<file path="src/rtl/vga_frame_capture.sv">
// vga_frame_capture: receive end of the VGA path. Samples 640x480@60 hsync/vsync/RGB444
// on the pixel clock and writes a 2:1 decimated 320x240 frame through the image RAM
// write port (wea/addra/dina). One-shot or continuous capture.
// Optional build macro: CAPTURE_TIMING_CHECK_EN enables line/frame length checking
// (sync_err); without it sync_err is tied low.
module vga_frame_capture #(
  parameter int H_SYNC  = 96,
  parameter int H_BP    = 48,
  parameter int H_ACT   = 640,
  parameter int H_TOTAL = 800,
  parameter int V_SYNC  = 2,
  parameter int V_BP    = 33,
  parameter int V_ACT   = 480,
  parameter int V_TOTAL = 525
) (
  input  logic        clk,
  input  logic        rst,
  input  logic        arm,
  input  logic        continuous,
  input  logic        hsync_in,
  input  logic        vsync_in,
  input  logic [11:0] rgb_in,
  output logic        wea,
  output logic [16:0] addra,
  output logic [11:0] dina,
  output logic        busy,
  output logic        frame_done,
  output logic        sync_err
);

  localparam logic [9:0] H_START = 10'(H_SYNC + H_BP);
  localparam logic [9:0] H_END   = 10'(H_SYNC + H_BP + H_ACT);
  localparam logic [9:0] V_START = 10'(V_SYNC + V_BP);
  localparam logic [9:0] V_END   = 10'(V_SYNC + V_BP + V_ACT);
  localparam logic [9:0] CNT_MAX = 10'd1023;

  typedef enum logic [1:0] {
    IDLE    = 2'd0,
    WAIT_VS = 2'd1,
    CAPTURE = 2'd2
  } state_t;

  state_t      state, state_nxt;
  logic        hs_r, vs_r, hs_p, vs_p;
  logic [11:0] rgb_r;
  logic        hfall, vfall;
  logic [9:0]  h_cnt, v_cnt;
  logic [9:0]  h_act, v_act;
  logic        h_valid, v_valid, pixel_hit;
  logic [16:0] row, addr_nxt;
  logic        wr_en, frame_end, timing_err;

  // Input stage: register the raw inputs once, keep the previous sync levels for edge detection.
  // NOTE: every clocked block uses non-blocking assignments so all registers update from pre-edge values.
  always_ff @(posedge clk) begin
    if (rst) begin
      hs_r  <= 1'b1;
      vs_r  <= 1'b1;
      hs_p  <= 1'b1;
      vs_p  <= 1'b1;
      rgb_r <= '0;
    end else begin
      hs_r  <= hsync_in;
      vs_r  <= vsync_in;
      hs_p  <= hs_r;
      vs_p  <= vs_r;
      rgb_r <= rgb_in;
    end
  end

  assign hfall = hs_p & ~hs_r;
  assign vfall = vs_p & ~vs_r;

  // Line and frame position counters; both saturate so a dead source cannot wrap into the window.
  always_ff @(posedge clk) begin
    if (rst) begin
      h_cnt <= '0;
      v_cnt <= '0;
    end else begin
      if (hfall)                 h_cnt <= '0;
      else if (h_cnt != CNT_MAX) h_cnt <= h_cnt + 10'd1;

      if (vfall)                          v_cnt <= '0;
      else if (hfall && v_cnt != CNT_MAX) v_cnt <= v_cnt + 10'd1;
    end
  end

  assign h_act     = h_cnt - H_START;
  assign v_act     = v_cnt - V_START;
  assign h_valid   = (h_cnt >= H_START) && (h_cnt < H_END);
  assign v_valid   = (v_cnt >= V_START) && (v_cnt < V_END);
  assign pixel_hit = h_valid && v_valid && !h_act[0] && !v_act[0];

  // Decimated address: row*320 + column, with row*320 built as row*256 + row*64.
  assign row      = 17'(v_act[9:1]);
  assign addr_nxt = (row << 8) + (row << 6) + 17'(h_act[9:1]);

`ifdef CAPTURE_TIMING_CHECK_EN
  localparam logic [9:0] H_LAST = 10'(H_TOTAL - 1);
  localparam logic [9:0] V_LAST = 10'(V_TOTAL - 1);

  // The vfall that brings us into CAPTURE is seen in WAIT_VS, so it is never length-checked.
  assign timing_err = (state == CAPTURE) &&
                      ((hfall && (h_cnt != H_LAST)) || (vfall && (v_cnt != V_LAST)));

  // Sticky timing error flag, cleared only by reset.
  always_ff @(posedge clk) begin
    if (rst)             sync_err <= 1'b0;
    else if (timing_err) sync_err <= 1'b1;
  end
`else
  logic unused_timing;
  assign unused_timing = (H_TOTAL + V_TOTAL) > 0;
  assign timing_err    = 1'b0;
  assign sync_err      = 1'b0;
`endif

  // Capture state register.
  always_ff @(posedge clk) begin
    if (rst) state <= IDLE;
    else     state <= state_nxt;
  end

  // Next-state, write qualification and end-of-frame detection.
  // NOTE: every output of this block gets a default first, so no path can infer a latch.
  always_comb begin
    state_nxt = state;
    wr_en     = 1'b0;
    frame_end = 1'b0;
    unique case (state)
      IDLE:    if (arm)   state_nxt = WAIT_VS;
      WAIT_VS: if (vfall) state_nxt = CAPTURE;
      CAPTURE: begin
        if (timing_err) begin
          state_nxt = IDLE;
        end else begin
          wr_en = pixel_hit;
          // A vfall before the frame completes restarts capture; counters clear on their own.
          if (!vfall && hfall && (v_cnt == V_END - 10'd1)) begin
            frame_end = 1'b1;
            state_nxt = (continuous || arm) ? WAIT_VS : IDLE;
          end
        end
      end
      default: state_nxt = IDLE;
    endcase
  end

  assign busy = (state != IDLE);

  // RAM write port and frame_done pulse, registered one cycle after the qualifying sample.
  always_ff @(posedge clk) begin
    if (rst) begin
      wea        <= 1'b0;
      addra      <= '0;
      dina       <= '0;
      frame_done <= 1'b0;
    end else begin
      wea        <= wr_en;
      frame_done <= frame_end;
      if (wr_en) begin
        addra <= addr_nxt;
        dina  <= rgb_r;
      end
    end
  end

endmodule

</file>
<file path="config.mk">
export PLATFORM = sky130hd
export DESIGN_NAME = vga_frame_capture
export DESIGN_NICKNAME = d
export VERILOG_FILES = /design/src/rtl/vga_frame_capture.sv
export SDC_FILE = /design/constraint.sdc
export NUM_CORES = 1
export LEC_CHECK = 0
export BUFFER_PORTS_ARGS = -buffer_cell sky130_fd_sc_hd__buf_2
export CAP_MARGIN = 20
export CORE_UTILIZATION = 30
export CTS_BUF_LIST = sky130_fd_sc_hd__clkbuf_4 sky130_fd_sc_hd__clkbuf_8 sky130_fd_sc_hd__clkbuf_16
export CTS_CLUSTER_SIZE = 24
export DETAILED_ROUTE_END_ITERATION = 8
export PLACE_DENSITY_LB_ADDON = 0.25
export SYNTH_ARGS = -nofsm -noshare
export SYNTH_HDL_FRONTEND = slang
export SYNTH_SLANG_ARGS = --single-unit
</file>
<file path="constraint.sdc">
create_clock -name clk -period 3.7 [get_ports clk]
set_clock_uncertainty 0.1 [all_clocks]
set_input_delay 0.185 -clock clk [delete_from_list [all_inputs] [get_ports clk]]
set_output_delay 0.185 -clock clk [all_outputs]
set_load 0.005 [all_outputs]
</file>
**After elaboration in Yosys (flattened, before gate mapping)**

Cells that the tools add are included.

- Add/subtract/negate cells: 6
- Multipliers: 0
- Divide/modulo/power cells: 0
- Order comparisons: 4
- Eq/ne operators: 8
- Shift operators: 0
- Mux-type cells: 7
- Bitwise logic cells: 5
- Reductions and logical operators: 18

Operator list:

| kind | number |
|---|---|
| 10-bit by 1-bit adder with 10-bit output (second input constant) | 2 |
| 10-bit < comparator (second input constant) | 2 |
| 10-bit inequality test (second input constant) | 2 |
| 17-bit by 15-bit adder with 17-bit output | 1 |
| 17-bit by 9-bit adder with 17-bit output | 1 |
| 10-bit equality test (second input constant) | 1 |
| 10-bit by 6-bit greater-or-equal comparator with 1-bit output (second input constant) | 1 |
| 10-bit by 8-bit greater-or-equal comparator with 1-bit output (second input constant) | 1 |
| 10-bit by 6-bit subtractor with 10-bit output (second input constant) | 1 |
| 10-bit by 8-bit subtractor with 10-bit output (second input constant) | 1 |
| 1-bit logical AND | 8 |
| 2-bit two-way mux | 3 |
| 2-bit inequality test (second input constant) | 3 |
| 2-bit case mux with 3 select lines | 1 |
| 2-bit OR reduction | 3 |
| 1-bit zero test | 3 |
| 1-bit two-way mux | 3 |
| 1-bit NOT | 3 |
| 3-bit AND reduction | 1 |
| 1-bit AND | 2 |
| 2-bit by 1-bit equality test with 1-bit output (second input constant) | 1 |
| 2-bit equality test (second input constant) | 1 |
| 2-bit zero test | 1 |
| 2-bit nonzero test | 1 |
| 1-bit logical OR | 1 |

- Register bits: 69
- Bits in latches: 0
- Bits in writable memories: 0
- Memory bits (read-only): 0
- Input port bits: 18
- Output and inout bits: 33
- Logic and storage cells: 60
- Memories kept: 0

**Depth between registers and ports, before layout**

Gate-level depths: netlist of run 1.

- Depth in word-level cells: 7
- Gate-level depth with buffers: 15
- Gate-level depth less buffers: 15

**Worst setup path before layout of run 1**

No wires, ideal clock.

- Path type: register -> register
- Start: register h_cnt[4]
- End: register addra[16]
- Data arrival time: 2780 ps
- Data required time: 3483 ps
- Path slack: 703 ps
- Cell stages (with the launch flop): 13
- Period minus slack after synthesis: 2997 ps
- Cell sequence: dfxtp_1 > or3_1 > a21oi_1 > xnor2_1 > fa_1 > inv_1 > ha_1 > a211oi_1 > o21bai_1 > nor2b_1 > o22ai_1 > xnor2_1 > a22o_1

- Word-level cells in the longest chain between the ends: 6

Ends and longest elaborated chain:

| what | RTL line | source |
|---|---|---|
| from (decl) | 47 | `logic [9:0] h_cnt, v_cnt;` |
| from (signal assigned) | 81 | `else if (h_cnt != CNT_MAX) h_cnt <= h_cnt + 10'd1;` |
| branches (longest 6 deep; another with 17-bit by 9-bit adder with 17-bit output) | -- |  |
| to (signal assigned) | 162 | `addra <= addr_nxt;` |
| to (decl) | 24 | `output logic [16:0] addra,` |

Several ways; the timed one is not identified.
A chain may end at the register's enable or synchronous reset.

**Worst setup path in the final report of run 1**

Same ends and word-level chain as after synthesis.

==> impl_metrics.tcl, run 1 <==
set metrics [dict create \
    synth.distinct_cells 48 \
    cts-root-buf "clkbuf_16" \
    drc 0 \
    fin_nets 471 \
    p_clk_frac 0.523 \
    h-tree-depth 3 \
    path_cells "or3_1 -> a21oi_1 -> xnor2_1 -> fa_1 -> inv_1 -> ha_1 -> a211oi_1 -> o21bai_1 -> nor2b_1 -> o22ai_1 -> xnor2_1 -> a22o_1" \
    relSlewSlack 0.509 \
    layoutNonFillerInstCount 572 \
    fmax_ghz 0.312 \
    synth.most_common_cell "dfxtp_1" \
    io_pins 51 \
    fin_crit_ns 3.20 \
    synth_xor_xnor_area_share 0.0834 \
    setup_violations 0 \
    wl_per_cell_um 12.2 \
    max-cap-violations 0 \
    swShare 0.226 \
    dp_hpwl_mm 4.94 \
    yosys_most_used_dff "dfxtp_1" \
    avgSynthCellArea_um2 9.31 \
    clockBufferDepth 2 \
    syn2layout_area_growth_pct 23.4 \
    netlist_area_um2 3460 \
    grt_pass1_vias 2674 \
    synthAdderAreaFrac 0.0982 \
    antenna_left 0 \
    switching_power_mw 0.412 \
    insertion_delay_ns 0.33 \
    slew_viol_final 0 \
    synthTopCellsByArea "dfxtp_1, ha_1, mux2i_1" \
    arrival_ns 3.33 \
    worstMarginPinSlew_ns 0.737 \
    peakVddDrop_mv 0.400 \
    yosys.area_share.simple 0.207 \
    yosys_warnings 0 \
    die_x_um 109 \
    rrSetupSlack_ns 0.50 \
    leakagePower_nw 1.98 \
    synth_seq_cells 69 \
    crit_path_top_delay_cell "fa_1" \
    required_ns 3.82 \
    p_comb_frac 0.055 \
    die_h_um 109 \
    cts_buffers 9 \
    routed_wl_mm 6.95 \
    grt_max_degree 43 \
    power_density_nw_per_um2 426 \
    synth_edf_count 0 \
    synth-async-reset-ratio 0 \
    grtUsageTotal 0.132 \
    start_util 0.314 \
    status "complete, no violations" \
    synth_top_family_by_area "simple AND/OR/NAND/NOR gates" \
    synth_compound_area_frac 0.0935 \
    seq_power_share 0.422 \
    internal_power_mw 1.41 \
    holdPathStages 3 \
    grt_overflow 0 \
    cp-start-kind "flip-flop" \
    cp-startpoint "h_cnt[4]" \
    synthTopCellsByCount "dfxtp_1, nor2_1, ha_1, mux2i_1, nand2_1" \
    place_congestion 0.835 \
    vias 2638 \
    yosysTopAreaCell "dfxtp_1" \
    synth_top_area_frac 0.399 \
    hold_class "in -> reg" \
    final_hold_viol_count 0 \
    path_class "reg -> reg" \
    fillers 1134 \
    clk_pin_slew_worst_paths_ns 0.06 \
    yosysSeqAreaShare 0.399 \
    cts_tree "built" \
    fin_tns_setup_ns 0 \
    slowest_delay_ns 0.56 \
    die-area_um2 12000 \
    cp_max_fo 5 \
    n_antenna_cell 0 \
    fin_crit_sh 0.865 \
    first_pass_iters 4 \
    grt_pass1_wl_mm 12.2 \
    antenna_found_initial 0 \
    synth_nets 416 \
    r2r_end "addra[16]" \
    crit_end "addra[16]" \
    drive_gt1_frac 0.190 \
    clkSinkCount 69 \
    rr_worst_depth 12 \
    muxShareOfSynthArea 0.0693 \
    drtIter0Drc 95 \
    std_cell_rows 38 \
    syn_inst 372 \
    port_buffers 49 \
    rsz0062_at_grt "false" \
    core_um2 11000 \
    viasPerCell 4.61 \
    crit_top_cell "xnor2_1" \
    worstSetupEndpointType "flip-flop" \
    r2r_start "h_cnt[4]" \
    dp_cells 542 \
]
## per-layer routing
| metal | track usage | routed length (um) | vias up |
|---|---|---|---|
| met1 | 0.159 | 3330 | 1219 |
| met2 | 0.215 | 3210 | 48 |
| met4 | 0.0533 | 120 | 0 |
| met3 | 0.0433 | 292 | 11 |
| li1 | - | - | 1360 |
| met5 | 0 | 0 | - |
## metrics by stage
| step | hold WS, ns | instance area [um^2] | utilization | worst slack (ns) | total power, mW |
|---|---|---|---|---|---|
| 2_1_floorplan | 0.189 | 3460 | - | 0.703 | 0.846 |
| 3_3_place_gp | 0.282 | 3800 | 0.345 | 0.540 | 0.874 |
| 3_5_place_dp | 0.278 | 3800 | 0.345 | 0.486 | 0.875 |
| 4_1_cts | 0.0966 | 4270 | 0.387 | 0.465 | 1.85 |
| 5_1_grt | 0.167 | 4270 | 0.387 | 0.233 | 1.88 |
| 6_report | 0.114 | 4270 | 0.387 | 0.499 | 1.82 |
## critical path, delay by kind of cell (launching register included)
| kind | cells | cell delay, ns |
|---|---|---|
| AND/OR/NAND/NOR | 2 | 0.56 |
| AO/OA/AOI/OAI | 5 | 0.96 |
| XOR/XNOR | 2 | 0.20 |
| flip-flops | 1 | 0.35 |
| buffers and inverters | 1 | 0.06 |
| adder cells (fa/ha/maj) | 2 | 0.87 |
## cells by family after synthesis
kind of cell / Yosys count
fa+ha+maj: 26
flops: 69
compound gates: 44
buf+inv: 34
simple gates: 141
xor+xnor: 33
mux: 24
other cells: 1
## timing repair
item,in CTS,in global routing
setup buffers,0,0
resized for setup,0,0
hold endpoints to repair,14,0
hold buffers,14,0
## area by class of cell
type,instances,area [um^2],share of cell area
Sequential cell,69,1380,0.323
Multi-Input combinational cell,269,1920,0.450
Clock buffer,9,225,0.0527
Inverter,13,48.8,0.0114
Timing Repair Buffer,65,413,0.0966
Clock inverter,7,106,0.0249
Tap cell,140,175,0.0410
## sequential cells by signal, summed over array words and instances, names as in the netlist, 2 cells and up
register and flops:
addra 17, dina 12, h_cnt 10, rgb_r 12, state 2, v_cnt 10
## power groups by stage
stage / registers (mW) / clock network, mW / logic [mW]
2_1_floorplan: 0.781 / 0 / 0.0652
3_3_place_gp: 0.784 / 0 / 0.0901
3_5_place_dp: 0.784 / 0 / 0.0908
4_1_cts: 0.767 / 0.978 / 0.102
5_1_grt: 0.769 / 1.00 / 0.114
6_report: 0.767 / 0.952 / 0.101
## cell usage in the layout (no fill, tap or decap), types with 3 or more instances in the layout
cell / n
a211oi_1: 4
a21oi_1: 16
and3_1: 3
buf_2: 49
clkbuf_16: 9
clkinv_4: 3
dfxtp_1: 69
dlygate4sd3_1: 14
ha_1: 24
inv_1: 13
mux2i_1: 24
nand2_1: 19
nand2b_1: 9
nand3_1: 7
nand4_1: 4
nor2_1: 56
nor2b_1: 17
nor3_1: 5
o21a_1: 5
or2_2: 7
xnor2_1: 17
xor2_1: 16
## how the worst min path moves through the flow
stage | start | to | slack [ns]
3_3_place_gp | vsync_in | vs_r | 0.28
2_1_floorplan | hsync_in | hs_r | 0.19
6_report | arm | state[0] | 0.11
3_5_place_dp | vsync_in | vs_r | 0.28
4_1_cts | arm | state[0] | 0.1
5_1_grt | arm | state[0] | 0.17
Power figures use the tool's default switching activity.
==> run 2, diff against run 1 <==
--- a/config.mk
+++ b/config.mk
@@ -5,8 +5,10 @@
 export SDC_FILE = /design/constraint.sdc
 export NUM_CORES = 1
 export LEC_CHECK = 0
-export BUFFER_PORTS_ARGS = -buffer_cell sky130_fd_sc_hd__buf_2
+export BUFFER_PORTS_ARGS = -buffer_cell sky130_fd_sc_hd__clkbuf_2
 export CAP_MARGIN = 20
+export CELL_PAD_IN_SITES_DETAIL_PLACEMENT = 1
+export CELL_PAD_IN_SITES_GLOBAL_PLACEMENT = 1
 export CORE_UTILIZATION = 30
 export CTS_BUF_LIST = sky130_fd_sc_hd__clkbuf_4 sky130_fd_sc_hd__clkbuf_8 sky130_fd_sc_hd__clkbuf_16
 export CTS_CLUSTER_SIZE = 24
==> impl_metrics.tcl, run 2 (synthesis results as in run 1) <==
set metrics [dict create \
    status "complete, no violations" \
    peakVddDrop_mv 0.196 \
    highest_layer "met4" \
    cts_tree "built" \
    io_pins 51 \
    start_util 0.314 \
    fin_tns_setup_ns 0 \
    power_density_nw_per_um2 394 \
    cp-start-kind "flip-flop" \
    arrival_ns 3.33 \
    grt_overflow 0 \
    dp_hpwl_mm 5.59 \
    leakagePower_nw 1.93 \
    slew_viol_final 0 \
    first_pass_iters 4 \
    final_cell_mix "dfxtp_1, nor2_1, clkbuf_2" \
    wl_per_cell_um 13.7 \
    cts_buffers 9 \
    hold_buffers 14 \
    grtUsageTotal 0.148 \
    largest_register "addra" \
    path_class "reg -> reg" \
    worstSetupEndpointType "flip-flop" \
    routed_wl_mm 7.86 \
    final_hold_viol_count 0 \
    core_um2 11000 \
    layoutNonFillerInstCount 572 \
    place_congestion 0.802 \
    insertion_delay_ns 0.34 \
    h-tree-depth 3 \
    setup_violations 0 \
    clockBufferDepth 2 \
    fillers 1313 \
    grt_pass1_vias 2725 \
    route.met3.wl_um 248 \
    cts-root-buf "clkbuf_16" \
    max-cap-violations 0 \
    fin_crit_sh 0.867 \
    dp_cells 542 \
    worstMarginPinSlew_ns 0.532 \
    clk_pin_slew_worst_paths_ns 0.06 \
    final_common_cell "dfxtp_1" \
    vias 2669 \
    drtIter0Drc 72 \
    required_ns 3.83 \
    wl_met2_mm 3.65 \
    grt_max_degree 42 \
    biggestRegsByFlops "addra (17), dina (12), rgb_r (12)" \
    cts-resized-gates 0 \
    n_antenna_cell 0 \
    die-area_um2 12000 \
    drc 0 \
    viasPerCell 4.67 \
    syn2layout_area_growth_pct 21.8 \
    std_cell_rows 38 \
    die_x_um 109 \
    antenna_found_initial 0 \
    antenna_left 0 \
    fin_nets 471 \
    grt_pass1_wl_mm 13.3 \
    cp_max_fo 5 \
    met1_length_mm 3.74 \
    drive_gt1_frac 0.190 \
    port_buffers 49 \
    fmax_ghz 0.312 \
    cts_setup_buffers 0 \
    largest_reg_flops 17 \
    rsz0062_at_grt "false" \
    clkSinkCount 69 \
    hold_class "in -> reg" \
    fin_crit_ns 3.21 \
    die_h_um 109 \
    relSlewSlack 0.640 \
]
==> run 2: power by group <==
| part | switching, mW | internal, mW |
|---|---|---|
| Sequential | 0.0109 | 0.757 |
| Clock | 0.324 | 0.468 |
| Combinational | 0.0503 | 0.0505 |
==> run 2: final cells by class <==
class	instances	area [um^2]	area share
multi-input cells	269	1920	0.456
flip-flops and latches	69	1380	0.327
repair buffers	65	413	0.0978
clock buffers	10	239	0.0566
well taps	140	175	0.0415
inverters	13	48.8	0.0116
clock inverters	6	38.8	0.00919
==> run 2: routing by layer <==
metal  up-vias  track usage
met3        16       0.0373
li1       1353            -
met5         -            0
met1      1261        0.183
met2        39        0.234
met4         0       0.0857
==> run 2: path summary, 6_finish.rpt <==
kind,end,slack [ns],cells after the start,startpoint
worst max-delay path,addra[16],0.49,12,h_cnt[4]
worst min-delay path,state[0],0.11,3,arm
worst max register to register,addra[16],0.49,12,h_cnt[4]
worst min register to register,hs_p,0.33,1,hs_r
==> run 2: worst max-delay path, stage by stage (launching register included) <==
cell      delay [ns]
dfxtp_1         0.34
or3_1           0.42
a21oi_1         0.19
xnor2_1         0.11
fa_1            0.57
inv_1           0.06
ha_1            0.30
a211oi_1        0.24
o21bai_1        0.15
nor2b_1         0.15
o22ai_1         0.14
xnor2_1         0.09
a22o_1          0.25
==> run 2: through the flow <==
stage / power [mW] / setup slack, ns / util / instance area (um^2) / hold slack, ns
2_1_floorplan: 0.846 / 0.703 / - / 3460 / 0.189
3_3_place_gp: 0.874 / 0.523 / 0.345 / 3800 / 0.274
3_5_place_dp: 0.876 / 0.509 / 0.345 / 3800 / 0.274
4_1_cts: 1.70 / 0.468 / 0.383 / 4220 / 0.0945
5_1_grt: 1.74 / 0.224 / 0.383 / 4220 / 0.128
6_report: 1.66 / 0.491 / 0.383 / 4220 / 0.109
